--- config.mk ---
export PLATFORM = sky130hd
export DESIGN_NAME = adc_ddr_capture_flat
export DESIGN_NICKNAME = d
export VERILOG_FILES = /design/src/rtl/adc_ddr_capture_pkg.sv /design/src/rtl/adc_ddr_capture_if.sv /design/src/rtl/adc_ddr_capture_pattern_check.sv /design/src/rtl/adc_ddr_capture.sv /design/src/flat_wrapper.sv
export SDC_FILE = /design/constraint.sdc
export NUM_CORES = 1
export LEC_CHECK = 0
export CAP_MARGIN = 5
export CORE_MARGIN = 5
export CORE_UTILIZATION = 49
export DETAILED_ROUTE_END_ITERATION = 6
export MAX_ROUTING_LAYER = met4
export PLACE_DENSITY = 0.8
export REMOVE_ABC_BUFFERS = 1
export SLEW_MARGIN = 20
export SYNTH_ARGS = -nofsm -noshare
export SYNTH_HDL_FRONTEND = slang
export SYNTH_SLANG_ARGS = --single-unit
--- constraint.sdc ---
create_clock -name clk_adc -period 2.1 [get_ports clk_adc]
set_input_delay 0.21 -clock clk_adc [delete_from_list [all_inputs] [get_ports clk_adc]]
set_output_delay 0.21 -clock clk_adc [all_outputs]
set_load 0.005 [all_outputs]
--- src/rtl/adc_ddr_capture_pkg.sv ---
`default_nettype none
// ============================================================================
// Module   : adc_capture_pkg
// Purpose  : Shared definitions for the ADC DDR capture front-end: checker
//            mode encodings, default lock/error-counter sizing and a helper
//            that folds the reserved mode onto normal operation.
// Ports    : none (package)
// Revision : 1.0 - initial release
// ============================================================================
package adc_capture_pkg;

  typedef enum logic [1:0] {
    MODE_NORMAL = 2'd0,
    MODE_RAMP   = 2'd1,
    MODE_FIXED  = 2'd2,
    MODE_RSVD   = 2'd3
  } mode_e;

  localparam int DEF_LOCK_COUNT = 64;
  localparam int DEF_ERRCNT_W   = 16;

  // The reserved encoding behaves exactly like normal mode.
  function automatic mode_e norm_mode(input logic [1:0] m);
    return (m == 2'd3) ? MODE_NORMAL : mode_e'(m);
  endfunction

endpackage
`default_nettype wire

--- src/rtl/adc_ddr_capture_if.sv ---
`default_nettype none
// ============================================================================
// Module   : adc_ddr_capture_if
// Purpose  : Data-path bundle of the capture block: per-lane IDDR outputs in,
//            formatted/decimated sample stream out.
// Ports    : lane_rise/lane_fall [pLANES] - IDDR Q1/Q2 per lane
//            adc_data [2*pLANES]          - formatted, decimated sample
//            adc_valid                    - adc_data qualifier
//            modport master : lane driver / sample consumer
//            modport slave  : capture block
// Revision : 1.0 - initial release
// ============================================================================
interface adc_ddr_capture_if #(
  parameter int pLANES = 6
) ();
  logic [pLANES-1:0]   lane_rise;
  logic [pLANES-1:0]   lane_fall;
  logic [2*pLANES-1:0] adc_data;
  logic                adc_valid;

  modport master (output lane_rise, output lane_fall, input  adc_data, input  adc_valid);
  modport slave  (input  lane_rise, input  lane_fall, output adc_data, output adc_valid);
endinterface
`default_nettype wire

--- src/rtl/adc_ddr_capture_pattern_check.sv ---
`default_nettype none
// ============================================================================
// Module   : adc_pattern_check
// Purpose  : Ramp / fixed test-pattern checker on the raw assembled sample.
//            Tracks a run of consecutive good samples for lock, sticky
//            per-lane error flags and a saturating mismatch counter.
// Ports    : clk_adc, reset_n      - clock, async active-low reset
//            sample_i, sample_vld_i - raw sample and its qualifier
//            cfg_mode_i, cfg_pattern_i, clear_errors_i - configuration
//            pattern_lock_o, lane_err_o, err_count_o   - status
// Revision : 1.0 - initial release
// ============================================================================
module adc_pattern_check
  import adc_capture_pkg::*;
#(
  parameter int pLANES      = 6,
  parameter int pLOCK_COUNT = DEF_LOCK_COUNT,
  parameter int pERRCNT_W   = DEF_ERRCNT_W
) (
  input  logic                   clk_adc,
  input  logic                   reset_n,
  input  logic [2*pLANES-1:0]    sample_i,
  input  logic                   sample_vld_i,
  input  logic [1:0]             cfg_mode_i,
  input  logic [2*pLANES-1:0]    cfg_pattern_i,
  input  logic                   clear_errors_i,
  output logic                   pattern_lock_o,
  output logic [pLANES-1:0]      lane_err_o,
  output logic [pERRCNT_W-1:0]   err_count_o
);
  localparam int pW    = 2*pLANES;
  localparam int RUN_W = $clog2(pLOCK_COUNT + 1);
  localparam logic [RUN_W-1:0] RUN_MAX = RUN_W'(pLOCK_COUNT);

  mode_e                mode, mode_prev_q;
  logic                 mode_chg;
  logic [RUN_W-1:0]     run_q, run_d;
  logic                 seeded_q, seeded_d;
  logic [pW-1:0]        exp_q, exp_d, expected, mism;
  logic                 lock_q, lock_d;
  logic [pLANES-1:0]    lane_err_q, lane_err_d;
  logic [pERRCNT_W-1:0] err_cnt_q, err_cnt_d;
  wire  [pLANES-1:0]    lane_hit;

  assign mode     = norm_mode(cfg_mode_i);
  assign mode_chg = (mode != mode_prev_q);

  genvar i;
  for (i = 0; i < pLANES; i++) begin : g_lane_hit
    assign lane_hit[i] = mism[2*i] | mism[2*i+1];
  end

  always_ff @(posedge clk_adc or negedge reset_n) begin
    if (!reset_n) begin
      mode_prev_q <= MODE_NORMAL;
      run_q       <= '0;
      seeded_q    <= 1'b0;
      exp_q       <= '0;
      lock_q      <= 1'b0;
      lane_err_q  <= '0;
      err_cnt_q   <= '0;
    end else begin
      mode_prev_q <= mode;
      run_q       <= run_d;
      seeded_q    <= seeded_d;
      exp_q       <= exp_d;
      lock_q      <= lock_d;
      lane_err_q  <= lane_err_d;
      err_cnt_q   <= err_cnt_d;
    end
  end

  always_comb begin
    // A mode change discards run and seed before this cycle's sample is used.
    run_d      = mode_chg ? '0 : run_q;
    seeded_d   = seeded_q && !mode_chg;
    exp_d      = exp_q;
    lane_err_d = lane_err_q;
    err_cnt_d  = err_cnt_q;
    expected   = (mode == MODE_RAMP) ? exp_q : cfg_pattern_i;
    mism       = '0;

    if (mode == MODE_NORMAL) begin
      run_d = '0;
    end else if (sample_vld_i) begin
      if (mode == MODE_RAMP && !seeded_d) begin
        seeded_d = 1'b1;
      end else begin
        mism = sample_i ^ expected;
        if (mism == '0) begin
          if (run_d != RUN_MAX) run_d = run_d + RUN_W'(1);
        end else begin
          run_d      = '0;
          lane_err_d = lane_err_d | lane_hit;
          if (err_cnt_d != '1) err_cnt_d = err_cnt_d + pERRCNT_W'(1);
        end
      end
      // Ramp expectation always follows the received value, so an error
      // re-seeds rather than leaving the checker permanently out of step.
      exp_d = sample_i + pW'(1);
    end

    if (clear_errors_i) begin
      lane_err_d = '0;
      err_cnt_d  = '0;
    end
  end

  assign lock_d         = (mode != MODE_NORMAL) && (run_d == RUN_MAX);
  assign pattern_lock_o = lock_q;
  assign lane_err_o     = lane_err_q;
  assign err_count_o    = err_cnt_q;

endmodule
`default_nettype wire

--- src/rtl/adc_ddr_capture.sv ---
`default_nettype none
// ============================================================================
// Module   : adc_ddr_capture
// Purpose  : LVDS DDR ADC capture front-end (clk_adc domain). Assembles lane
//            bits into samples (optional edge swap), formats (optional
//            offset binary), decimates, and runs the test-pattern checker.
// Ports    : clk_adc, reset_n            - clock, async active-low reset
//            bus (slave)                 - lane_rise/lane_fall in,
//                                          adc_data/adc_valid out
//            cfg_swap_edges, cfg_offset_binary, cfg_mode, cfg_pattern,
//            cfg_decimate, clear_errors  - configuration
//            pattern_lock, lane_err, err_count - checker status
// Revision : 1.0 - initial release
// ============================================================================
module adc_ddr_capture
  import adc_capture_pkg::*;
#(
  parameter int pLANES      = 6,
  parameter int pLOCK_COUNT = DEF_LOCK_COUNT,
  parameter int pERRCNT_W   = DEF_ERRCNT_W,
  parameter int pDEC_W      = 8
) (
  input  logic                   clk_adc,
  input  logic                   reset_n,
  adc_ddr_capture_if.slave       bus,
  input  logic                   cfg_swap_edges,
  input  logic                   cfg_offset_binary,
  input  logic [1:0]             cfg_mode,
  input  logic [2*pLANES-1:0]    cfg_pattern,
  input  logic [pDEC_W-1:0]      cfg_decimate,
  input  logic                   clear_errors,
  output logic                   pattern_lock,
  output logic [pLANES-1:0]      lane_err,
  output logic [pERRCNT_W-1:0]   err_count
);
  localparam int pW = 2*pLANES;

  wire  [pW-1:0]     raw_d;
  logic [pW-1:0]     raw_q, fmt_d, fmt_q, data_d, data_q;
  // fill_q[0]: raw_q holds a real sample, fill_q[1]: fmt_q does.
  logic [1:0]        fill_q;
  logic [pDEC_W-1:0] dec_cnt_q, dec_cnt_d, dec_prev_q;
  logic              valid_d, valid_q;

  genvar i;
  for (i = 0; i < pLANES; i++) begin : g_lane
    assign raw_d[2*i]   = cfg_swap_edges ? bus.lane_fall[i] : bus.lane_rise[i];
    assign raw_d[2*i+1] = cfg_swap_edges ? bus.lane_rise[i] : bus.lane_fall[i];
  end

  assign fmt_d = raw_q ^ {cfg_offset_binary, {(pW-1){1'b0}}};

  always_comb begin
    dec_cnt_d = dec_cnt_q;
    if (cfg_decimate != dec_prev_q)
      dec_cnt_d = '0;
    else if (fill_q[1])
      dec_cnt_d = (dec_cnt_q >= cfg_decimate) ? '0 : dec_cnt_q + pDEC_W'(1);
  end

  assign valid_d = fill_q[1] && (dec_cnt_q == '0);
  assign data_d  = valid_d ? fmt_q : data_q;

  always_ff @(posedge clk_adc or negedge reset_n) begin
    if (!reset_n) begin
      raw_q      <= '0;
      fmt_q      <= '0;
      fill_q     <= '0;
      dec_cnt_q  <= '0;
      dec_prev_q <= '0;
      data_q     <= '0;
      valid_q    <= 1'b0;
    end else begin
      raw_q      <= raw_d;
      fmt_q      <= fmt_d;
      fill_q     <= {fill_q[0], 1'b1};
      dec_cnt_q  <= dec_cnt_d;
      dec_prev_q <= cfg_decimate;
      data_q     <= data_d;
      valid_q    <= valid_d;
    end
  end

  assign bus.adc_data  = data_q;
  assign bus.adc_valid = valid_q;

  adc_pattern_check #(
    .pLANES      (pLANES),
    .pLOCK_COUNT (pLOCK_COUNT),
    .pERRCNT_W   (pERRCNT_W)
  ) u_check (
    .clk_adc        (clk_adc),
    .reset_n        (reset_n),
    .sample_i       (raw_q),
    .sample_vld_i   (fill_q[0]),
    .cfg_mode_i     (cfg_mode),
    .cfg_pattern_i  (cfg_pattern),
    .clear_errors_i (clear_errors),
    .pattern_lock_o (pattern_lock),
    .lane_err_o     (lane_err),
    .err_count_o    (err_count)
  );

endmodule
`default_nettype wire

--- src/flat_wrapper.sv ---
// flat-port wrapper written by rule: the top's interface ports become plain ports
module adc_ddr_capture_flat import adc_capture_pkg::*;
#(
  parameter int pLANES      = 6,
  parameter int pLOCK_COUNT = DEF_LOCK_COUNT,
  parameter int pERRCNT_W   = DEF_ERRCNT_W,
  parameter int pDEC_W      = 8
)
  (clk_adc, reset_n, cfg_swap_edges, cfg_offset_binary, cfg_mode, cfg_pattern, cfg_decimate, clear_errors, pattern_lock, lane_err, err_count, bus_lane_rise, bus_lane_fall, bus_adc_data, bus_adc_valid);
  adc_ddr_capture_if #(.pLANES(pLANES)) bus_i ();
  input  logic clk_adc;
  input  logic reset_n;
  input  logic cfg_swap_edges;
  input  logic cfg_offset_binary;
  input  logic [1:0] cfg_mode;
  input  logic [2*pLANES-1:0] cfg_pattern;
  input  logic [pDEC_W-1:0] cfg_decimate;
  input  logic clear_errors;
  output logic pattern_lock;
  output logic [pLANES-1:0] lane_err;
  output logic [pERRCNT_W-1:0] err_count;
  input wire logic [$bits(bus_i.lane_rise)-1:0] bus_lane_rise;
  input wire logic [$bits(bus_i.lane_fall)-1:0] bus_lane_fall;
  output wire logic [$bits(bus_i.adc_data)-1:0] bus_adc_data;
  output wire logic [$bits(bus_i.adc_valid)-1:0] bus_adc_valid;
  assign bus_i.lane_rise = bus_lane_rise;
  assign bus_i.lane_fall = bus_lane_fall;
  assign bus_adc_data = bus_i.adc_data;
  assign bus_adc_valid = bus_i.adc_valid;
  adc_ddr_capture #(.pLANES(pLANES), .pLOCK_COUNT(pLOCK_COUNT), .pERRCNT_W(pERRCNT_W), .pDEC_W(pDEC_W)) u_core (.clk_adc(clk_adc), .reset_n(reset_n), .bus(bus_i), .cfg_swap_edges(cfg_swap_edges), .cfg_offset_binary(cfg_offset_binary), .cfg_mode(cfg_mode), .cfg_pattern(cfg_pattern), .cfg_decimate(cfg_decimate), .clear_errors(clear_errors), .pattern_lock(pattern_lock), .lane_err(lane_err), .err_count(err_count));
endmodule
==> impl_metrics.yaml <==
detailed_routing:
  top_layer: "met4"
  route.detailed.vias_per_inst: 5.776
  via_count: 4557
  wl_met1_um: 5932
  routedWlPerCell_um: 19.29
  wl_met2_um: 7854
  drt-initial-drc-count: 288
  detail_route.drc_violations: 0
  postRouteWirelength_um: 15220
  drt-pass1-iter-count: 6
  met3_wirelength_um: 1021
  detail-route-antenna-nets: 0
place:
  gp_congestion: 0.9280
  detailed_place_hpwl_um: 9150
  i_o_buffers: 74
  post_dp_cell_area_um2: 6352
  place_inst: 750
sta:
  setup_viol_count_final: 10
  rsz_0062_raised_after_global_routing: "yes"
  finalMaxSlewViolations: 0
  layout_min_cycle_time_ns: 2.168
  hold_ws_ns: 0.2612
  worst_pin_slew_ns: 0.5123
  max-slew-margin-rel: 0.6574
  max_freq_mhz: 461.2
  report.final.hold_viol_count: 0
  setup_total_negative_slack_ns: -0.2640
  post_route_clock_skew_ns: 0.009864
  post_layout_worst_setup_margin_ns: -0.06844
  min_period_over_period: 1.033
global_route:
  maximum_number_of_pins_on_one_net_before_global_route_repair: 49
  grt_pass1_vias: 4398
  wire_length_of_the_first_global_routing_pass_um: 21400
  antenna_violations_before_repair: 0
  grt_overflow_total: 0
  grtUsageTotal: 0.2161
final_layout:
  num-fill-cells: 639
  insertedDiodeCount: 0
  finish.cell_count_without_fillers: 789
  post_route_cells_drive_above_1_share: 0.2971
  final_cell_area_um2: 7237
  total_nets_final: 704
  syn2layout_area_growth_pct: 44.24
pwr:
  clockPowerShare: 0.313
  p_leak_nw: 3.139
  net-switching-power_mw: 1.232
  power.share.sequential: 0.490
  combinationalPowerShare: 0.198
  powerDensity_nw_per_um2: 612.0
  internal-power_mw: 3.198
  p_sw_frac: 0.2780
  maximum_vdd_ir_drop_v: 0.0004663
logic_synthesis:
  ys_ff_latch: 100
  syn_area_um2: 5017
  yosys_warnings: 0
  postSynth.asyncResetShare: 1.000
  synthesis.instances: 494
  synth_cell_type_count: 54
  synthMostInstantiatedCell: "dfrtp_1"
  netlist_top_cells_area: "dfrtp_1, nand2_1, xnor2_1"
  synth_seq_area_share: 0.4988
  synthesis.area_per_instance_um2: 10.16
  yosys.area.top_type: "dfrtp_1"
  synth-edff-count: 0
  most_instantiated_flip_flop_cell_in_the_synthesis_netlist: "dfrtp_1"
  synthTopCellsByCount: "dfrtp_1, nand2_1, inv_1"
  synth_top_area_share: 0.4988
floorplan:
  rows: 37
  floorplan.die_area_um2: 12360
  ports_placed_on_the_boundary: 75
  fp.coreArea_um2: 10140
  fp.dieW_um: 111.2
  starting_density: 0.4949
  die_height_um: 111.2
critical_path:
  critPathRequiredTime_ns: 2.37
  endpoint_kind: "flip-flop"
  worst_r2r_startpoint: "u_core.u_check.mode_prev_q[0]"
  critPathLaunchType: "flip-flop"
  timing.critical_path.arrival_ns: 2.44
  startpoint: "u_core.u_check.mode_prev_q[0]"
  timing.reg2reg.worst_path_depth: 10
  cp_max_fo: 3
  critPathKind: "reg2reg"
  worst_r2r_endpoint: "u_core.u_check.pattern_lock_o"
  r2r_setup_slack_ns: -0.07
cts:
  numCtsBuffers: 9
  cts_max_level: 3
  cts_sinks: 100
  cts.path.max_buffers: 2
  clock_tree_from_tritoncts: "yes"
  cts_root_buf: "clkbuf_8"
  clk_latency_ns: 0.37
  cts.clk_slew.worst_paths_ns: 0.10
worst_hold_path:
  min_delay_path_depth: 3
  hp-class: "in2reg"
  holdCritStartpoint: "cfg_mode[1]"
  hold-path-endpoint: "u_core.u_check.mode_prev_q[1]"
outcome:
  violations: "setup timing"
  outcome: "finished with violations"
job:
  cap_viol_max_count: 0
-- worst max-delay path: stages, from the launching register on --
cell	delay, ns
dfrtp_1	0.43
xnor2_2	0.16
and2_4	0.19
nand2_4	0.09
ha_4	0.12
nor4bb_4	0.22
nand4_1	0.17
nand3_1	0.14
nor3b_2	0.19
a311oi_2	0.07
nor4b_2	0.29
-- cell usage in the layout (no fill, tap or decap), drive strengths merged, types with 2 or more instances in the layout --
| master | count |
|---|---|
| nand2b | 5 |
| nor2b | 4 |
| xnor2 | 26 |
| clkinvlp | 2 |
| o22ai | 4 |
| a22oi | 2 |
| dfrtp | 100 |
| a21o | 2 |
| o31ai | 12 |
| ha | 16 |
| mux2i | 14 |
| nor3 | 5 |
| mux2 | 14 |
| or3 | 3 |
| xor2 | 13 |
| a31oi | 3 |
| nand2 | 63 |
| and2 | 3 |
| clkdlybuf4s50 | 71 |
| and4 | 2 |
| nor4bb | 2 |
| nor2 | 23 |
| nand3 | 21 |
| buf | 92 |
| a211oi | 3 |
| clkbuf | 12 |
| a21oi | 23 |
| and3 | 7 |
| o221ai | 4 |
| o21ai | 22 |
| nor4 | 5 |
| bufinv | 2 |
| nand4 | 10 |
| or4 | 14 |
| o21a | 2 |
| inv | 30 |
-- power by group through the flow --
stage	logic, mW	registers, mW	clock network [mW]
floorplan	0.277	2.17	0
global placement	0.664	2.18	0
detailed placement	0.687	2.18	0
CTS	0.747	2.15	1.37
global route	0.941	2.18	1.47
finish	0.875	2.17	1.39
-- worst max-delay path by stage --
stage / to / slack (ns)
floorplan: u_core.u_check.err_count_o[5] / -0.76
global placement: u_core.u_check.pattern_lock_o / -0.99
detailed placement: u_core.u_check.pattern_lock_o / -1.05
CTS: u_core.u_check.pattern_lock_o / -0.09
global route: u_core.u_check.pattern_lock_o / -0.20
finish: u_core.u_check.pattern_lock_o / -0.07
-- registers in the layout, summed over array words and instances (netlist names) --
register / count
u_core.u_check.mode_prev_q: 2
u_core.raw_q: 12
u_core.fill_q: 2
u_core.bus.adc_data: 12
u_core.u_check.seeded_q: 1
u_core.fmt_q: 12
u_core.dec_prev_q: 8
u_core.u_check.err_count_o: 16
u_core.u_check.exp_q: 12
u_core.bus.adc_valid: 1
u_core.dec_cnt_q: 8
u_core.u_check.pattern_lock_o: 1
u_core.u_check.lane_err_o: 6
u_core.u_check.run_q: 7
-- cell type report --
type                       instances  area, um^2  share of cell area
inverter                          29       111.4             0.01539
tap                              136       170.2             0.02351
sequential                       100        2505              0.3461
clock buffer                       9       123.9             0.01712
multi-input combinational        342        2649              0.3660
timing repair buffer             167        1589              0.2196
clock inverter                     6       88.84             0.01228
-- cell families after synthesis --
family,count (synthesis),share of synthesized area
mux,28,0.06010
buf+inv,52,0.04987
other cells,1,0.0007474
flops,100,0.4988
compound gates,85,0.1062
fa+ha+maj,16,0.03990
simple gates,173,0.1763
xor+xnor,39,0.06808
-- through the flow --
| step | worst slack, ns | util | power (mW) |
|---|---|---|---|
| after global placement | -0.9893 | 0.6266 | 2.839 |
| after global routing | -0.2029 | 0.7138 | 4.590 |
| final | -0.06844 | 0.7138 | 4.429 |
| after CTS | -0.09301 | 0.6661 | 4.265 |
| after detailed placement | -1.050 | 0.6266 | 2.866 |
| after floorplan | -0.7576 | - | 2.446 |
-- routing by layer --
layer  vias to the layer above  track usage
met5                         -            -
met4                         0      0.06002
met3                        43      0.04094
met2                       238       0.3639
met1                      2234       0.2678
li1                       2042            -
-- timing repair --
action,CTS,global route
hold buffers,1,0
pin swaps,24,45
endpoints found under the setup margin,25,27
gates resized for setup,36,69
gates cloned,1,3
setup buffers,4,20
hold endpoints to repair,24,0
Note: power is estimated with default switching activity, not from simulation.
